===== src/rtl/pa_core_csr_unit.sv =====
// Machine-mode CSR unit: CSR read/modify/write, trap entry, mret,
// synchronised interrupt lines with priority arbitration, 64-bit counters.
module pa_core_csr_unit #(
    parameter int              XLEN      = 32,
    parameter logic [XLEN-1:0] MTVEC_RST = '0,
    parameter logic [XLEN-1:0] HART_ID   = '0,
    parameter bit              VEC_EN    = 1'b1
) (
    input  logic            clk_i,
    input  logic            rst_n_i,
    input  logic            csr_vld_i,
    input  logic [1:0]      csr_op_i,
    input  logic [11:0]     csr_addr_i,
    input  logic [XLEN-1:0] csr_wdata_i,
    output logic [XLEN-1:0] csr_rdata_o,
    output logic            csr_illegal_o,
    input  logic            instret_i,
    input  logic            trap_vld_i,
    input  logic [XLEN-1:0] trap_cause_i,
    input  logic [XLEN-1:0] trap_pc_i,
    input  logic [XLEN-1:0] trap_tval_i,
    input  logic            mret_i,
    input  logic            irq_ext_i,
    input  logic            irq_tmr_i,
    input  logic            irq_sw_i,
    output logic            irq_req_o,
    output logic [XLEN-1:0] irq_cause_o,
    output logic [XLEN-1:0] trap_pc_o,
    output logic [XLEN-1:0] mepc_o
);

    localparam logic [1:0] OP_RD = 2'b00;
    localparam logic [1:0] OP_RW = 2'b01;
    localparam logic [1:0] OP_RS = 2'b10;
    localparam logic [1:0] OP_RC = 2'b11;

    localparam logic [11:0] A_MSTATUS   = 12'h300;
    localparam logic [11:0] A_MISA      = 12'h301;
    localparam logic [11:0] A_MIE       = 12'h304;
    localparam logic [11:0] A_MTVEC     = 12'h305;
    localparam logic [11:0] A_MSCRATCH  = 12'h340;
    localparam logic [11:0] A_MEPC      = 12'h341;
    localparam logic [11:0] A_MCAUSE    = 12'h342;
    localparam logic [11:0] A_MTVAL     = 12'h343;
    localparam logic [11:0] A_MIP       = 12'h344;
    localparam logic [11:0] A_MCYCLE    = 12'hB00;
    localparam logic [11:0] A_MINSTRET  = 12'hB02;
    localparam logic [11:0] A_MCYCLEH   = 12'hB80;
    localparam logic [11:0] A_MINSTRETH = 12'hB82;
    localparam logic [11:0] A_CYCLE     = 12'hC00;
    localparam logic [11:0] A_INSTRET   = 12'hC02;
    localparam logic [11:0] A_CYCLEH    = 12'hC80;
    localparam logic [11:0] A_INSTRETH  = 12'hC82;
    localparam logic [11:0] A_MHARTID   = 12'hF14;

    // misa: MXL in the top two bits, 'I' extension bit 8
    localparam logic [1:0]      MXL  = (XLEN == 64) ? 2'b10 : 2'b01;
    localparam logic [XLEN-1:0] MISA = {MXL, (XLEN-2)'(256)};
    localparam logic [XLEN-1:0] LOW2 = XLEN'(3);

    // architectural state
    logic            mst_mie, mst_mpie;
    logic [2:0]      mie_q;                  // {meie, mtie, msie}
    logic [XLEN-1:0] mtvec_q, mscratch_q, mepc_q, mcause_q, mtval_q;
    logic [63:0]     mcycle_q, minstret_q;
    logic [1:0][2:0] irq_sync;               // [1] is the mip view, {ext, tmr, sw}

    logic [63:0]     mcycle_nxt, minstret_nxt;
    logic [XLEN-1:0] rdata, wval, mstatus_rd, mie_rd, mip_rd, vec_base;
    logic            impl, is_wr, we;
    logic [2:0]      pend;
    logic [3:0]      irq_code;

    // fixed-position views of the sparse registers
    always_comb begin
        mstatus_rd        = '0;
        mstatus_rd[12:11] = 2'b11;
        mstatus_rd[7]     = mst_mpie;
        mstatus_rd[3]     = mst_mie;
        mie_rd            = '0;
        mie_rd[11]        = mie_q[2];
        mie_rd[7]         = mie_q[1];
        mie_rd[3]         = mie_q[0];
        mip_rd            = '0;
        mip_rd[11]        = irq_sync[1][2];
        mip_rd[7]         = irq_sync[1][1];
        mip_rd[3]         = irq_sync[1][0];
    end

    // read mux; also flags unimplemented addresses
    always_comb begin
        rdata = '0;
        impl  = 1'b1;
        case (csr_addr_i)
            A_MSTATUS:             rdata = mstatus_rd;
            A_MISA:                rdata = MISA;
            A_MIE:                 rdata = mie_rd;
            A_MTVEC:               rdata = mtvec_q;
            A_MSCRATCH:            rdata = mscratch_q;
            A_MEPC:                rdata = mepc_q;
            A_MCAUSE:              rdata = mcause_q;
            A_MTVAL:               rdata = mtval_q;
            A_MIP:                 rdata = mip_rd;
            A_MCYCLE, A_CYCLE:     rdata = mcycle_q[XLEN-1:0];
            A_MINSTRET, A_INSTRET: rdata = minstret_q[XLEN-1:0];
            A_MCYCLEH, A_CYCLEH: begin
                if (XLEN == 32) rdata = XLEN'(mcycle_q[63:32]);
                else            impl  = 1'b0;
            end
            A_MINSTRETH, A_INSTRETH: begin
                if (XLEN == 32) rdata = XLEN'(minstret_q[63:32]);
                else            impl  = 1'b0;
            end
            A_MHARTID:             rdata = HART_ID;
            default:               impl  = 1'b0;
        endcase
    end

    assign csr_rdata_o = rdata;

    // RS/RC with a zero operand is a pure read and never counts as a write
    assign is_wr = (csr_op_i == OP_RW) |
                   (((csr_op_i == OP_RS) | (csr_op_i == OP_RC)) & (|csr_wdata_i));
    assign csr_illegal_o = csr_vld_i & (~impl | (is_wr & (csr_addr_i[11:10] == 2'b11)));
    // trap and mret both outrank a CSR write
    assign we = csr_vld_i & is_wr & ~csr_illegal_o & ~trap_vld_i & ~mret_i;

    // new value for the addressed CSR
    always_comb begin
        case (csr_op_i)
            OP_RW:   wval = csr_wdata_i;
            OP_RS:   wval = rdata | csr_wdata_i;
            OP_RC:   wval = rdata & ~csr_wdata_i;
            default: wval = rdata;
        endcase
    end

    // counters: increment, with a CSR write replacing its half in the same cycle
    always_comb begin
        mcycle_nxt   = mcycle_q + 64'd1;
        minstret_nxt = minstret_q + {63'd0, instret_i};
        if (we && csr_addr_i == A_MCYCLE)   mcycle_nxt[XLEN-1:0]   = wval;
        if (we && csr_addr_i == A_MINSTRET) minstret_nxt[XLEN-1:0] = wval;
        if (XLEN == 32 && we && csr_addr_i == A_MCYCLEH)   mcycle_nxt[63:32]   = wval[31:0];
        if (XLEN == 32 && we && csr_addr_i == A_MINSTRETH) minstret_nxt[63:32] = wval[31:0];
    end

    // interrupt arbitration: ext > sw > timer
    always_comb begin
        pend      = irq_sync[1] & mie_q;
        irq_req_o = mst_mie & (|pend);
        irq_code  = 4'd0;
        if (irq_req_o) begin
            if (pend[2])      irq_code = 4'd11;
            else if (pend[0]) irq_code = 4'd3;
            else              irq_code = 4'd7;
        end
        irq_cause_o = irq_req_o ? {1'b1, (XLEN-1)'(irq_code)} : '0;
    end

    // trap target: vectored only for interrupts when mtvec.MODE=1
    assign vec_base  = mtvec_q & ~LOW2;
    assign trap_pc_o = (mtvec_q[0] & trap_cause_i[XLEN-1])
                     ? vec_base + XLEN'({trap_cause_i[XLEN-2:0], 2'b00})
                     : vec_base;
    assign mepc_o    = mepc_q;

    // state update: trap > mret > CSR write; counters and synchronisers always run
    always_ff @(posedge clk_i or negedge rst_n_i) begin
        if (!rst_n_i) begin
            mst_mie    <= 1'b0;
            mst_mpie   <= 1'b0;
            mie_q      <= '0;
            mtvec_q    <= MTVEC_RST & ~LOW2;
            mscratch_q <= '0;
            mepc_q     <= '0;
            mcause_q   <= '0;
            mtval_q    <= '0;
            mcycle_q   <= '0;
            minstret_q <= '0;
            irq_sync   <= '0;
        end else begin
            mcycle_q   <= mcycle_nxt;
            minstret_q <= minstret_nxt;
            irq_sync   <= {irq_sync[0], {irq_ext_i, irq_tmr_i, irq_sw_i}};
            if (trap_vld_i) begin
                mepc_q   <= trap_pc_i & ~LOW2;
                mcause_q <= trap_cause_i;
                mtval_q  <= trap_tval_i;
                mst_mpie <= mst_mie;
                mst_mie  <= 1'b0;
            end else if (mret_i) begin
                mst_mie  <= mst_mpie;
                mst_mpie <= 1'b1;
            end else if (we) begin
                case (csr_addr_i)
                    A_MSTATUS: begin
                        mst_mie  <= wval[3];
                        mst_mpie <= wval[7];
                    end
                    A_MIE:      mie_q      <= {wval[11], wval[7], wval[3]};
                    A_MTVEC:    mtvec_q    <= {wval[XLEN-1:2], 1'b0, wval[0] & VEC_EN};
                    A_MSCRATCH: mscratch_q <= wval;
                    A_MEPC:     mepc_q     <= wval & ~LOW2;
                    A_MCAUSE:   mcause_q   <= wval;
                    A_MTVAL:    mtval_q    <= wval;
                    default: ;
                endcase
            end
        end
    end

endmodule


===== config.mk =====
export PLATFORM = sky130hd
export DESIGN_NAME = pa_core_csr_unit
export DESIGN_NICKNAME = d
export VERILOG_FILES = /design/src/rtl/pa_core_csr_unit.sv
export SDC_FILE = /design/constraint.sdc
export NUM_CORES = 1
export LEC_CHECK = 0
export BUFFER_PORTS_ARGS = -buffer_cell sky130_fd_sc_hd__buf_2
export CORE_AREA = 2 2 181 183
export CTS_CLUSTER_DIAMETER = 150
export DETAILED_ROUTE_END_ITERATION = 8
export DIE_AREA = 0 0 183 185
export PLACE_DENSITY = 0.83
export SKIP_CTS_REPAIR_TIMING = 1
export SLEW_MARGIN = 0
export SYNTH_ARGS = -nofsm -noshare
export SYNTH_HDL_FRONTEND = slang
export SYNTH_SLANG_ARGS = --single-unit

===== constraint.sdc =====
create_clock -name clk_i -period 4.7 [get_ports clk_i]
set_input_delay 0.235 -clock clk_i [delete_from_list [all_inputs] [get_ports clk_i]]
set_output_delay 0.235 -clock clk_i [all_outputs]
set_load 0.02 [all_outputs]

# Word level (Yosys, flattened, before mapping)
# Index checks and enable logic that the tools add are counted.
# classes
n_addsub,3
n_eq_ne,23
muxes,31
n_bitwise,20
n_reduce_logical,24
# ops
cell,count
32-bit two-way mux,18
32-bit case mux with 13 select lines,1
12-bit by 10-bit equality test with 1-bit output (second input constant),9
12-bit equality test (second input constant),9
32-bit case mux with 3 select lines,1
64-bit by 1-bit adder with 64-bit output,1
64-bit by 1-bit adder with 64-bit output (second input constant),1
32-bit adder,1
32-bit bitwise AND,1
32-bit NOT,1
32-bit bitwise OR,1
32-bit OR reduction,1
18-bit OR reduction,1
4-bit AND reduction,3
1-bit bitwise AND,9
1-bit two-way mux,9
3-bit AND reduction,3
2-bit nonzero test,4
2-bit OR reduction,4
2-bit equality test (second input constant),3
3-bit nonzero test,2
1-bit logical AND,4
4-bit two-way mux,1
1-bit NOT,4
7 further kinds,9
# totals
reg_bits,298
in_bits,151
output_inout_bits,130
word_cells,113

# Logic depth before layout (Yosys ltp)
# logic_depth
word_depth,14
ltp_mapped,12
ltp_nobuf,11

# Least setup slack after synthesis
# OpenSTA, ideal clock, no wires.
# synth_timing
kind,reg2out
from,register mtvec_q[6]
to,output trap_pc_o[27]
t_arrival_ns,2.891
required_time_ns,4.465
setup_slack_ns,1.574
path_stages_with_launch,10
path_buffers,0
cell_sequence,dfrtp_1 > ha_1 > o211ai_1 > o21a_1 > a2111oi_0 > o2111ai_1 > a211oi_1 > o21a_1 > nor3_1 > o31ai_1
# synth_between
elab_chain_len,2
# synth_lines
element,line,source
from (decl),64,"logic [XLEN-1:0] mtvec_q, mscratch_q, mepc_q, mcause_q, mtval_q;"
from (signal assigned),174,mtvec_q <= MTVEC_RST & ~LOW2;
from (signal assigned),202,"A_MTVEC: mtvec_q <= {wval[XLEN-1:2], 1'b0, wval[0] & VEC_EN};"
32-bit adder,164,"? vec_base + XLEN'({trap_cause_i[XLEN-2:0], 2'b00})"
32-bit two-way mux,164,
to (decl),28,"output logic [XLEN-1:0] trap_pc_o,"
# Every way passes these cells.

# Worst setup path after layout
# layout_timing
from,register mtvec_q[6]
to,output trap_pc_o[31]
# The elaborated chain is that of the path after synthesis.

==> impl_metrics.csv <==
group,metric,value,unit
route,vias,19720,
clock_network,clkSlewWorstSetupHoldPaths,0.06,ns
clock_network,cts_buffers,34,
power_and_ir_drop,power.total,6.314,mW
sta,final_max_slew_viol_count,0,
floorplanning,fp-row-count,66,
global_routing,antenna_found_initial,3,
layout,syn2layout_area_growth,17.05,%
critical_path,arrival,4.06,ns
logic_synthesis,netlist.area_leader.share,0.3901,
layout,drive_gt1_frac,0.1688,
sta,finalClockSkew,0.02086,ns
clock_network,cts-root-buf,"clkbuf_16",
floorplanning,core,32040,sq um
critical_path,worstPathCellList,"ha_1 -> o211ai_1 -> o21a_1 -> a2111oi_1 -> o2111ai_1 -> a211oi_2 -> o21ai_0 -> a211o_1 -> xor2_1 -> buf_2",
critical_path,crit_buf_inv,1,
placed_design,dp_cells,2716,
critical_path,cp_top_family,"compound AO/OA/AOI/OAI gates",
logic_synthesis,synth_commonest_cells,"dfrtp_1, nor2_1, nand2_1",
global_routing,grt_use_met3,0.1225,
logic_synthesis,syn_inst,2173,
floorplanning,die-area,33860,sq um
placed_design,gp_congestion,1.038,
logic_synthesis,synth-seq-area-share,0.3901,
worst_hold_path,hold_class,"input port to flip-flop",
logic_synthesis,syn_area,18990,sq um
logic_synthesis,yosysUniqueCellTypes,90,
logic_synthesis,yosysTopAreaCell,"dfrtp_1",
critical_path,critPathSlowestCell,"a2111oi_1",
layout,num-nets-final,2596,
route,via_per_inst,6.935,
critical_path,start_kind,"flip-flop",
sta,period_needed,4.297,ns
sta,setup_viol,0,
floorplanning,boundaryPins,281,
power_and_ir_drop,ir_worst_vdd,0.0002620,V
sta,setup_tns,0,ns
power_and_ir_drop,power.density,284.1,nW/um^2
placed_design,portBuffers,247,
global_routing,met1_usage,0.6061,
floorplanning,die_h,185,um
route,wirelength,74860,um
sta,hold_viol_final,8,
global_routing,grtUsageTotal,0.4320,
floorplanning,initial_core_util,0.5927,
power_and_ir_drop,leakagePower,9.996,nW
global_routing,use_met2,0.6283,
critical_path,criticalPathCategory,"flip-flop to primary output",
logic_synthesis,avgSynthCellArea,8.739,sq um
logic_synthesis,synth_edf_count,0,
route,dr.pass1.iters,9,
logic_synthesis,yosys_warnings,0,
status,outcome,"finished, violations left",
floorplanning,die_x,183,um
logic_synthesis,async_reset_ff_frac,1.000,
sta,max_freq,0.2327,GHz
sta,fin_hold_ws,-0.04270,ns
critical_path,crit_path_max_incr_delay,0.70,ns
global_routing,busiest_layer,"met2",
status,violations,"design-rule violations, negative hold slack",
global_routing,grt_pass1_vias,17820,
clock_network,clk_latency,0.53,ns
placed_design,dpl.hpwl,53920,um
route,drc,19,
layout,num-fill-cells,2519,
layout,final_cells,2844,
route,drt_iter0_drc,3515,
route,post_drt_wl_per_cell,26.32,um
clock_network,h-tree-depth,2,
global_routing,grt_max_degree,120,
clock_network,clk_path_buf_depth,3,
sta,max-slew-margin-rel,0.1368,
clock_network,cts_sinks,296,
logic_synthesis,synthTopCellsByArea,"dfrtp_1, nor2_1, xnor2_1, a21oi_1, nand2_1",
logic_synthesis,ys.flop_type,"dfrtp_1",
critical_path,crit_path_end_kind,"primary output",
clock_network,cts_tree,"done",
critical_path,cp_max_fo,5,
sta,fin_crit_sh,0.9142,
global_routing,grt_overflow_total,0,
run,maxCapViolCount,0,
sta,tightestPinTransition,1.281,ns
route,ant_nets,0,
sta,rsz0062_at_grt,"false",
critical_path,critPathRequiredTime,4.47,ns
global_routing,grt_pass1_wl,109600,um
logic_synthesis,post-synth-top-count-cell,"dfrtp_1",
logic_synthesis,ys_ff_latch,296,
[path summary, 6_finish.rpt]
| check | cells after the start | endpoint | startpoint | slack (ns) |
|---|---|---|---|---|
| setup / recovery | 10 | trap_pc_o[31] | mtvec_q[6]$_DFFE_PN0P_ | 0.40 |
| hold / removal | 3 | mepc_o[24]$_DFFE_PN0P_ | trap_pc_i[24] | -0.04 |
| setup reg to reg | 8 | minstret_q[63]$_DFF_PN0_ | minstret_q[13]$_DFF_PN0_ | 1.38 |
| hold reg to reg | 0 | irq_sync[3]$_DFF_PN0_ | irq_sync[0]$_DFF_PN0_ | 0.34 |
| max in group asynchronous | 3 | mcycle_q[39]$_DFF_PN0_ | rst_n_i | 3.13 |
| min in group asynchronous | 2 | minstret_q[2]$_DFF_PN0_ | rst_n_i | 0.42 |
[stage by stage]
step	setup slack (ns)	utilization	cell area, sq um	hold WS, ns
3_3_place_gp	0.9594	0.6373	20420	0.3343
6_report	0.4034	0.6937	22230	-0.04270
2_1_floorplan	1.574	-	19100	-0.06059
4_1_cts	0.2449	0.6722	21540	-0.1920
3_5_place_dp	0.7922	0.6373	20420	0.3416
5_1_grt	0.1388	0.6937	22230	-0.0006889
[cells by family after synthesis]
kind of cell    synth area share
other cells            0.0001975
compound gates            0.2373
buf+inv                  0.05877
mux                      0.01311
xor+xnor                 0.07749
simple gates              0.2010
fa+ha+maj                0.02214
flops                     0.3901
[tightest hold or removal path: cells and delay by family]
family | cells | cell delay, ns
compound gates | 2 | 0.14
buf+inv | 1 | 0.08
[metal layers]
metal | share of wire | routed length [um]
met4 | 0.051 | 3795
met1 | 0.37 | 28040
met2 | 0.42 | 31330
met5 | 0.00025 | 19
met3 | 0.16 | 11680
[registers in the layout, summed over array words and instances (netlist names)]
name        flops
mcycle_q       64
mtval_q        32
mie_q           3
mst_mie         1
mst_mpie        1
mtvec_q        31
mcause_q       32
mscratch_q     32
irq_sync        6
minstret_q     64
mepc_o         30
[cells in the final DEF (no fill, tap or decap), types with 37 or more instances in the layout]
| master | n |
|---|---|
| a21oi_1 | 190 |
| a222oi_1 | 47 |
| o21ai_0 | 57 |
| nand4_1 | 44 |
| nand2_1 | 215 |
| buf_2 | 245 |
| dfrtp_1 | 296 |
| inv_1 | 37 |
| a22oi_1 | 61 |
| nand3_1 | 62 |
| buf_4 | 49 |
| xor2_1 | 57 |
| nor2_1 | 278 |
| dlygate4sd3_1 | 68 |
| a221o_1 | 75 |
| xnor2_1 | 111 |
| and3_1 | 38 |
[final cells by class]
type / count / area (sq um) / share of cell area
Clock buffer: 44 / 948.4 / 0.04267
Sequential cell: 296 / 7407 / 0.3332
Multi-Input combinational cell: 1674 / 10660 / 0.4795
Clock inverter: 15 / 168.9 / 0.007599
Timing Repair Buffer: 368 / 2390 / 0.1075
Inverter: 38 / 142.6 / 0.006417
Antenna cell: 1 / 2.502 / 0.0001126
Tap cell: 408 / 510.5 / 0.02297
[power by group]
group	switching, mW	internal [mW]
Sequential	0.147	2.65
Clock	1.13	1.59
Combinational	0.505	0.287
(Power assumes the default switching activity.)
